`src/rtl/fetch_stage_buf.sv`:
```
// Instruction fetch stage with a small fetch buffer and the IF/ID pipeline register.
// Issues one outstanding request at a time, buffers returned {pc, instr} pairs and
// discards in-flight fetches when EX redirects the PC.
module fetch_stage_buf #(
  parameter int unsigned      XLEN      = 32,
  parameter logic [XLEN-1:0]  RESET_PC  = '0,
  parameter int unsigned      FB_DEPTH  = 2,
  parameter logic [31:0]      NOP_INSTR = 32'h00000013
) (
  input  logic                        clk,
  input  logic                        reset,
  input  logic                        stall_f,
  input  logic                        stall_d,
  input  logic                        flush_d,
  input  logic                        pc_src_e,
  input  logic                        jalr_e,
  input  logic [XLEN-1:0]             pc_target_e,
  input  logic [XLEN-1:0]             alu_result_e,
  output logic                        imem_req,
  output logic [XLEN-1:0]             imem_addr,
  input  logic                        imem_rvalid,
  input  logic [31:0]                 imem_rdata,
  output logic [31:0]                 instr_d,
  output logic [XLEN-1:0]             pc_d,
  output logic [XLEN-1:0]             pc_plus4_d,
  output logic                        valid_d,
  output logic [$clog2(FB_DEPTH):0]   fb_count
);

  localparam int unsigned PW = $clog2(FB_DEPTH);
  localparam int unsigned CW = PW + 1;

  typedef enum logic {S_REQ, S_WAIT} state_t;

  state_t            state, stateNext;
  logic              kill, killNext;
  logic              issue, push, pop;
  logic              redirect;
  logic [XLEN-1:0]   target;
  logic [XLEN-1:0]   pcF, issuedPc;
  logic [PW-1:0]     rdPtr, wrPtr;
  logic [XLEN-1:0]   pcBuf    [FB_DEPTH];
  logic [31:0]       instrBuf [FB_DEPTH];

  // JALR wins over branch/JAL; JALR target has bit 0 cleared.
  assign redirect  = jalr_e | pc_src_e;
  assign target    = jalr_e ? (alu_result_e & ~XLEN'(1)) : pc_target_e;
  assign imem_addr = pcF;
  assign imem_req  = issue & ~reset;
  assign pop       = ~redirect & ~flush_d & ~stall_d & (fb_count != '0);

  // Fetch FSM next state: issue gating, response accept/drop, kill tracking.
  always_comb begin
    stateNext = state;
    killNext  = kill;
    issue     = 1'b0;
    push      = 1'b0;
    unique case (state)
      S_REQ: begin
        issue = ~stall_f & ~redirect & (fb_count < CW'(FB_DEPTH));
        if (issue) stateNext = S_WAIT;
      end
      S_WAIT: begin
        if (imem_rvalid) begin
          stateNext = S_REQ;
          killNext  = 1'b0;
          push      = ~kill & ~redirect;
        end else if (redirect) begin
          killNext  = 1'b1;
        end
      end
      default: stateNext = S_REQ;
    endcase
  end

  // Fetch FSM state and kill flag registers.
  always_ff @(posedge clk or posedge reset) begin
    if (reset) begin
      state <= S_REQ;
      kill  <= 1'b0;
    end else begin
      state <= stateNext;
      kill  <= killNext;
    end
  end

  // Fetch PC and the PC of the request currently outstanding.
  always_ff @(posedge clk or posedge reset) begin
    if (reset) begin
      pcF      <= RESET_PC;
      issuedPc <= '0;
    end else if (redirect) begin
      pcF      <= target;
    end else if (issue) begin
      pcF      <= pcF + XLEN'(4);
      issuedPc <= pcF;
    end
  end

  // Fetch buffer storage; a slot is only read once its pointer says it is valid.
  always_ff @(posedge clk) begin
    if (push) begin
      pcBuf[wrPtr]    <= issuedPc;
      instrBuf[wrPtr] <= imem_rdata;
    end
  end

  // Fetch buffer pointers and occupancy; redirect empties the buffer.
  always_ff @(posedge clk or posedge reset) begin
    if (reset) begin
      rdPtr    <= '0;
      wrPtr    <= '0;
      fb_count <= '0;
    end else if (redirect) begin
      rdPtr    <= '0;
      wrPtr    <= '0;
      fb_count <= '0;
    end else begin
      if (push) wrPtr <= wrPtr + PW'(1);
      if (pop)  rdPtr <= rdPtr + PW'(1);
      fb_count <= fb_count + CW'(push) - CW'(pop);
    end
  end

  // IF/ID register: bubble on redirect/flush, hold on stall, else pop the buffer head.
  always_ff @(posedge clk or posedge reset) begin
    if (reset) begin
      valid_d    <= 1'b0;
      instr_d    <= NOP_INSTR;
      pc_d       <= '0;
      pc_plus4_d <= '0;
    end else if (redirect || flush_d) begin
      valid_d    <= 1'b0;
      instr_d    <= NOP_INSTR;
    end else if (stall_d) begin
      valid_d    <= valid_d;
    end else if (pop) begin
      valid_d    <= 1'b1;
      instr_d    <= instrBuf[rdPtr];
      pc_d       <= pcBuf[rdPtr];
      pc_plus4_d <= pcBuf[rdPtr] + XLEN'(4);
    end else begin
      valid_d    <= 1'b0;
      instr_d    <= NOP_INSTR;
    end
  end

endmodule

```
`config.mk`:
```
export PLATFORM = sky130hd
export DESIGN_NAME = fetch_stage_buf
export DESIGN_NICKNAME = d
export VERILOG_FILES = /design/src/rtl/fetch_stage_buf.sv
export SDC_FILE = /design/constraint.sdc
export NUM_CORES = 1
export LEC_CHECK = 0
export CORE_UTILIZATION = 49
export CTS_BUF_LIST = sky130_fd_sc_hd__clkbuf_4 sky130_fd_sc_hd__clkbuf_8
export CTS_CLUSTER_DIAMETER = 30
export DETAILED_ROUTE_END_ITERATION = 10
export GPL_TIMING_DRIVEN = 0
export HOLD_SLACK_MARGIN = 0.15
export PLACE_DENSITY = 0.79
export SYNTH_ARGS = -nofsm -noshare
export SYNTH_HDL_FRONTEND = slang
export SYNTH_SLANG_ARGS = --single-unit
```
`constraint.sdc`:
```
create_clock -name clk -period 5.59 [get_ports clk]
set_input_delay 1.118 -clock clk [delete_from_list [all_inputs] [get_ports clk]]
set_output_delay 1.118 -clock clk [all_outputs]
set_load 0.02 [all_outputs]
```
# Word-level counts from Yosys, hierarchy flattened
# Memories as Yosys holds them, arrays and structs flattened.
# Index checks and enable logic that the tools add are counted.
dict set report totals {
  regBits 167
  latchBits 0
  ram_bits 128
  romBits 0
  output_inout_bits 132
  n_memories 2
}
# memory words width read_ports rd_ports_with_merged_regs write_ports line
set memory_table {}
lappend memory_table {instrBuf 2 32 1 0 1 43} ;# logic [31:0] instrBuf [FB_DEPTH];
lappend memory_table {pcBuf 2 32 1 0 1 42} ;# logic [XLEN-1:0] pcBuf [FB_DEPTH];
dict set report op_classes {
  n_addsub 6
  mul 0
  div 0
  magnitude_cmp 1
  n_eq_ne 1
  n_shift 0
  n_mux 24
  bitwise 16
  n_reduce_logical 9
}
# op n
set ops {}
lappend ops {{32-bit 2-to-1 mux} 6}
lappend ops {{32-bit by 3-bit adder with 32-bit output, second input constant} 2}
lappend ops {{1-bit 2-to-1 mux} 16}
lappend ops {{2-bit nonzero test} 5}
lappend ops {{1-bit inverter} 8}
lappend ops {{1-bit AND} 7}
lappend ops {{2-bit AND reduction} 2}
lappend ops {{3-bit AND reduction} 1}
lappend ops {{1-bit adder, second input constant} 2}
lappend ops {{2-bit by 1-bit adder with 2-bit output} 1}
lappend ops {{2-bit less-than comparator, second input constant} 1}
lappend ops {{2-bit 2-to-1 mux} 1}
lappend ops {{2-bit by 1-bit != test with 1-bit output, second input constant} 1}
lappend ops {{1-bit case mux with 2 select lines} 1}
lappend ops {{2-bit by 1-bit subtractor with 2-bit output} 1}
lappend ops {{1-bit logical OR} 1}
lappend ops {{1-bit OR} 1}

# Longest topological paths before layout
# Gate-level depths: netlist of the first run.
dict set report logic_depth {
  ltp_word 8
  ltp_mapped 12
  ltp_nobuf 9
}

# Worst setup path after synthesis of the first run
# No wires, ideal clock.
dict set report synth_timing {
  kind {input -> register}
  startpoint {input pc_src_e}
  endpoint {memory instrBuf[0][0] (enable)}
  arrival_time_ps 4747
  setup_slack_ps 357
  cell_stages 6
  n_path_buf 2
  path_cell_list {buf_6 or2_1 buf_2 nor3_1 inv_1 nor2_1}
}
dict set report synth_between {
  elab_chain_cells 7
}
# item line
set synth_lines {}
lappend synth_lines {{from (decl)} 15} ;# input logic pc_src_e,
lappend synth_lines {{1-bit OR} 46} ;# assign redirect = jalr_e | pc_src_e;
lappend synth_lines {{1-bit inverter (no source line)} --}
lappend synth_lines {{1-bit AND} 67} ;# push = ~kill & ~redirect;
lappend synth_lines {{1-bit 2-to-1 mux} 64} ;# if (imem_rvalid) begin
lappend synth_lines {{1-bit 2-to-1 mux} 58} ;# unique case (state)
lappend synth_lines {{1-bit 2-to-1 mux} 102} ;# if (push) begin
lappend synth_lines {{1-bit 2-to-1 mux (not written as such)} 104} ;# instrBuf[wrPtr] <= imem_rdata;
lappend synth_lines {{to (decl)} 43}
# Every way passes these cells.

# Worst setup path in the final report of the first run
dict set report layout_timing {
  startpoint {input jalr_e}
  endpoint {output imem_req}
}
dict set report layout_between {
  elab_chain_cells 6
}
# item line
set layout_lines {}
lappend layout_lines {{from (decl)} 16} ;# input logic jalr_e,
lappend layout_lines {{1-bit OR} 46}
lappend layout_lines {{1-bit inverter (no source line)} --}
lappend layout_lines {{1-bit AND (2 in a row)} 60} ;# issue = ~stall_f & ~redirect & (fb_count < CW'(FB_DEPTH));
lappend layout_lines {{1-bit 2-to-1 mux} 58}
lappend layout_lines {{1-bit AND} 49} ;# assign imem_req = issue & ~reset;
lappend layout_lines {{to (decl)} 19} ;# output logic imem_req,
# Every way passes these cells.

==> results of run 1 <==
-- sequential cells by signal, indices dropped and copies added, names as in the netlist --
name	count
issuedPc	32
state	1
valid_d	1
rdPtr	1
imem_addr	32
pcBuf	64
wrPtr	1
pc_plus4_d	30
instrBuf	64
pc_d	32
instr_d	32
kill	1
fb_count	2
-- path summary, 6_finish.rpt --
| kind | startpoint | end | slack, ps | depth (start not counted) |
|---|---|---|---|---|
| setup / recovery | jalr_e | imem_req | 450 | 8 |
| hold / removal | issuedPc[12] | pcBuf[0][12] | 470 | 0 |
| setup reg to reg | rdPtr | pc_plus4_d[24] | 2320 | 12 |
| hold reg to reg | issuedPc[12] | pcBuf[0][12] | 470 | 0 |
| max in group asynchronous | reset | pc_d[26] | 3750 | 3 |
| min in group asynchronous | reset | imem_addr[0] | 1030 | 2 |
-- where the power goes --
group	total [mW]	switching (mW)	leakage, nW	internal, mW
clock network	2.38	0.908	0.669	1.47
logic	0.408	0.212	2.41	0.196
registers	2.46	0.0958	3.37	2.36
-- cells in the final DEF (no fill, tap or decap), types with 5 or more instances in the layout --
| master | instances |
|---|---|
| nand2_1 | 241 |
| clkdlybuf4s50_1 | 233 |
| dfrtp_1 | 162 |
| edfxtp_1 | 128 |
| o21ai_0 | 104 |
| mux2i_1 | 64 |
| clkbuf_8 | 63 |
| a21oi_1 | 46 |
| nor2_1 | 37 |
| clkbuf_1 | 33 |
| a22oi_1 | 27 |
| nand3_1 | 24 |
| xor2_1 | 18 |
| xnor2_1 | 17 |
| o21ai_1 | 12 |
| buf_4 | 10 |
| nand3b_1 | 10 |
| nand4_1 | 9 |
| clkbuf_4 | 9 |
| clkinv_2 | 9 |
| bufinv_16 | 8 |
| and3_1 | 6 |
| nor3_1 | 6 |
| buf_2 | 6 |
| a211oi_1 | 6 |
| nor2b_1 | 5 |
-- per-stage QoR --
stage | TNS, ps | utilization | cell area (sq um)
floorplan | 0 | - | 12300
global placement | -480850 | 0.614 | 15000
detailed placement | 0 | 0.618 | 15100
CTS | 0 | 0.671 | 16400
global route | 0 | 0.671 | 16400
finish | 0 | 0.671 | 16400
-- final cells by class --
type,instances,area (sq um),share of cell area
Antenna cell,1,2.50,0.000152
Buffer,56,289,0.0176
Clock buffer,72,935,0.0569
Clock inverter,28,360,0.0219
Inverter,6,30.0,0.00183
Multi-Input combinational cell,698,4020,0.245
Sequential cell,293,7980,0.486
Tap cell,324,405,0.0247
Timing Repair Buffer,236,2410,0.147
-- cell families (layout without fill, tap and decap cells) --
family,after synthesis,count (layout),synth area share
and+or+nand+nor,370,370,0.136
DFF,293,293,0.649
AOI/OAI and AO/OA,222,222,0.106
muxes,67,67,0.0549
buffers and inverters,62,398,0.0253
xor gates and xnor gates,35,35,0.0249
adders and majority gates,4,4,0.00407
other,0,1,0
-- worst register-to-register path, delay by kind of cell, from the launching register on --
| kind | cells | cell delay, ps |
|---|---|---|
| AO/OA/AOI/OAI | 2 | 580 |
| flip-flops | 1 | 380 |
| buffers and inverters | 4 | 890 |
| multiplexers | 1 | 220 |
| AND/OR/NAND/NOR | 3 | 590 |
| XOR/XNOR | 1 | 280 |
| adder cells (fa/ha/maj) | 1 | 200 |
-- metal layers --
layer,global-route usage,wire (um),vias to the layer above
met1,0.321,13400,4504
met3,0.0617,2430,67
met4,0.0926,886,0
met5,0,0,-
met2,0.400,15000,398
li1,-,-,4383
==> reports/results.ini, run 1 <==
[synth]
synth_top_area_cell = dfrtp_1
yosys-top-cells-count = nand2_1 (241), dfrtp_1 (162), edfxtp_1 (128)
synth_top_area_share = 0.330
synthArstFlopShare = 0.563
syn_area_per_cell_sq_um = 11.7
netlist_instances = 1053
synth.most_common_cell = nand2_1
syn-num-nets = 1161
yosysWarnings = 0
synth_seq_cells = 293
synth_area_sq_mm = 0.0123
yosysUniqueCellTypes = 60
synth-seq-area-share = 0.649
synth_top_flop_cell = dfrtp_1
netlist_top_cells_area = dfrtp_1 (33%), edfxtp_1 (31%), nand2_1 (7.4%)
synth-edff-count = 128

[place]
pre_cts_ws_ps = 422
placed_cells = 1613
hpwl_mm = 22.4
io_buffers = 233
gp_congestion = 0.870

[detailed_routing]
viasPerCell = 5.46
num_vias = 9352
drtAntennaViolNets = 0
drt_first_iter_violations = 675
first_pass_iters = 8
wl_per_cell_um = 18.5
route.detailed.drc = 0
wl_mm = 31.7

[clocking]
cts_setup_buffers = 0
htree_levels = 2
path_clk_slew_ps = 60
hold_buffers = 0
ctsResizeCount = 0
numCtsBuffers = 53
cts.sinks = 293
cts_tree = done
clk_latency_ps = 580
cts-root-buf = clkbuf_8
clockBufferDepth = 3

[sta]
finClkSkew_ps = 31.2
worst_slack_ps = 454
timing.hold.ws_ps = 471
fmax_mhz = 195
hold_viol = 0
rsz0062_at_grt = no
maxSlewViolCount = 0
min_period_ps = 5140
setup_viol_count_final = 0
slew_headroom = 0.319
fin_crit_sh = 0.919
tightest_slew_ps = 1020

[grt]
overflow = 0
grt_pass1_wl_mm = 49.4
grt_pass1_vias = 9362
grt_max_degree = 96
grt_usage = 0.247
antenna_found_initial = 1

[cells_and_area]
fin_cells = 1714
fin_nets = 1452
areaGrowthSynthToFinish_pct = 33.6
num-fill-cells = 1789
layout-drive-gt1-share = 0.0994

[job]
max-cap-violations = 0

[setup_path]
cp_slowest_stage_delay_ps = 610
cpLargestDelayFamily = buffers and inverters
worstSetupEndpointType = output pin
crit_arrival_ps = 4020
worstPathRequired_ps = 4470
cp_max_fo = 10
critPathLaunchType = input port
crit_chain = clkdlybuf4s50_1 > or2_1 > buf_2 > or4_1 > clkbuf_1 > clkbuf_1 > nor2_1 > clkdlybuf4s50_1
slowest_stage = clkdlybuf4s50_1
critical_path_buf_inv_count = 5
path_class = input port to output pin

[power]
p_per_area_mw_per_mm2 = 319
p_total_mw = 5.24
irDropWorstVdd_mv = 0.206
leakagePower_nw = 6.46

[floorplan]
pin_count = 236
initial_core_util = 0.503
die_w_um = 160
fp.dieArea_sq_mm = 0.0257
rows = 57
fp.dieH_um = 160
core_region_area_sq_mm = 0.0245

[hold_path]
hp-class = flip-flop to flip-flop

[outcome]
status = complete, no violations

(Power assumes the default switching activity.)
==> run 2, diff against run 1 <==
--- a/config.mk
+++ b/config.mk
@@ -12,6 +12,8 @@
 export GPL_TIMING_DRIVEN = 0
 export HOLD_SLACK_MARGIN = 0.15
 export PLACE_DENSITY = 0.79
+export RECOVER_POWER = 50
+export SKIP_LAST_GASP = 1
 export SYNTH_ARGS = -nofsm -noshare
 export SYNTH_HDL_FRONTEND = slang
 export SYNTH_SLANG_ARGS = --single-unit
==> reports/results.ini, run 2 (synthesized netlist as in run 1, its figures left out) <==
[outcome]
status = finished, violations left
violations = max-capacitance violations, max-slew violations

[grt]
grt_max_degree = 96
grt_usage = 0.247
antenna_found_initial = 1
grt_pass1_vias = 9362
overflow = 0
grt_pass1_wl_mm = 49.4

[place]
io_buffers = 233
hpwl_mm = 22.4
gp_congestion = 0.870

[floorplan]
rows = 57
die_w_um = 160
initial_core_util = 0.503
fp.dieH_um = 160
core_region_area_sq_mm = 0.0245
fp.dieArea_sq_mm = 0.0257
pin_count = 236

[clocking]
cts_tree = done
cts.sinks = 293
clockBufferDepth = 3
cts_setup_buffers = 0
ctsResizeCount = 0
cts-root-buf = clkbuf_8
clk_latency_ps = 580
numCtsBuffers = 53
hold_buffers = 0
htree_levels = 2
path_clk_slew_ps = 60

[sta]
tightest_slew_ps = 3130
setup_viol_count_final = 0
min_period_ps = 5230
slew_headroom = -1.10
timing.hold.ws_ps = 466
fin_crit_sh = 0.935
fmax_mhz = 191
maxSlewViolCount = 83
hold_viol = 0
rsz0062_at_grt = no
finClkSkew_ps = 31.4

[setup_path]
r2r_slack_ps = 2220
crit_chain = dlygate4sd3_1 > or2_1 > buf_2 > or4_1 > clkbuf_1 > clkbuf_1 > nor2_1 > clkdlybuf4s50_1
critical_path_buf_inv_count = 5
cp_max_fo = 10
r2r_cells = 5
cpLargestDelayFamily = buffers and inverters
path_class = input port to output pin
critPathLaunchType = input port
worstPathRequired_ps = 4470
crit_arrival_ps = 4110
cp_slowest_stage_delay_ps = 610
rr_startpoint = fb_count[1]
path_common_cell = clkbuf_1
r2r-end = imem_addr[23]
slowest_stage = clkdlybuf4s50_1
worstSetupEndpointType = output pin

[cells_and_area]
layout-drive-gt1-share = 0.0986
num-fill-cells = 1795
fin_nets = 1452
reg_top3 = instrBuf x64, pcBuf x64
mostFrequentLayoutCell = nand2_1
areaGrowthSynthToFinish_pct = 33.2
mostFrequentLayoutCells = nand2_1 (241), dfrtp_1 (162), clkdlybuf4s50_1 (138)

[detailed_routing]
num_vias = 9326
viasPerCell = 5.44
wl_per_cell_um = 18.5
route.detailed.drc = 0
drt_first_iter_violations = 690
wl_mm = 31.6
first_pass_iters = 5
drtAntennaViolNets = 0

[job]
max-cap-violations = 2

[hold_path]
min_path_cells = 0
whs_endpoint = pcBuf[0][12]
min_from = issuedPc[12]
hp-class = flip-flop to flip-flop

[power]
p_total_mw = 5.23
p_per_area_mw_per_mm2 = 319
leakagePower_nw = 6.65
irDropWorstVdd_mv = 0.206

run 2: cell count changes in the layout (fill, tap and decap cells not counted), sizes merged:
cell	before	now
buf	26	24
dlygate4sd3	0	95
clkinvlp	3	4
clkbuf	105	107
clkdlybuf4s50	233	138
inv	6	5
run 2: metal layers:
metal,vias up,GRT usage,share of wire
met4,0,0.0926,0.027
met2,411,0.400,0.47
li1,4383,-,-
met3,62,0.0617,0.079
met5,-,0,0
met1,4470,0.321,0.42
run 2: final cells by class:
type	instances	area [sq um]	share of cell area
sequential	293	7980	0.487
clock buffer	72	935	0.0571
buffer	56	289	0.0176
timing repair buffer	236	2390	0.146
tap	324	405	0.0247
clock inverter	28	360	0.0220
inverter	6	23.8	0.00145
antenna	1	2.50	0.000153
multi-input combinational	698	4000	0.244
run 2: through the flow:
| stage | std cells | util | instance area [sq um] | setup TNS [ps] | worst slack, ps |
|---|---|---|---|---|---|
| after CTS | 1713 | 0.671 | 16400 | 0 | 418 |
| final | 1714 | 0.670 | 16400 | 0 | 361 |
| after floorplan | 1053 | - | 12300 | 0 | 15.3 |
| after detailed placement | 1613 | 0.618 | 15100 | 0 | 422 |
| after global routing | 1713 | 0.670 | 16400 | 0 | 186 |
| after global placement | 1610 | 0.614 | 15000 | -480850 | -2270 |
run 2: power breakdown:
| group | switching (mW) | leakage, nW | internal, mW |
|---|---|---|---|
| Clock | 0.908 | 0.669 | 1.47 |
| Combinational | 0.211 | 2.61 | 0.186 |
| Sequential | 0.0946 | 3.37 | 2.36 |
run 2: worst max path at each step:
stage,slack (ps),endpoint,depth (start not counted),startpoint
2_1_floorplan,20,fb_count[0],1,reset
4_1_cts,420,imem_req,8,jalr_e
6_report,360,imem_req,8,jalr_e
5_1_grt,190,imem_req,8,jalr_e
3_5_place_dp,420,imem_req,8,jalr_e
3_3_place_gp,-2270,pc_d[24],2,reset
run 2: worst register-to-register path: cells and delay by family, from the launching register on:
family          cells  cell delay, ps
flops               1             450
compound gates      2             490
simple gates        3            2360
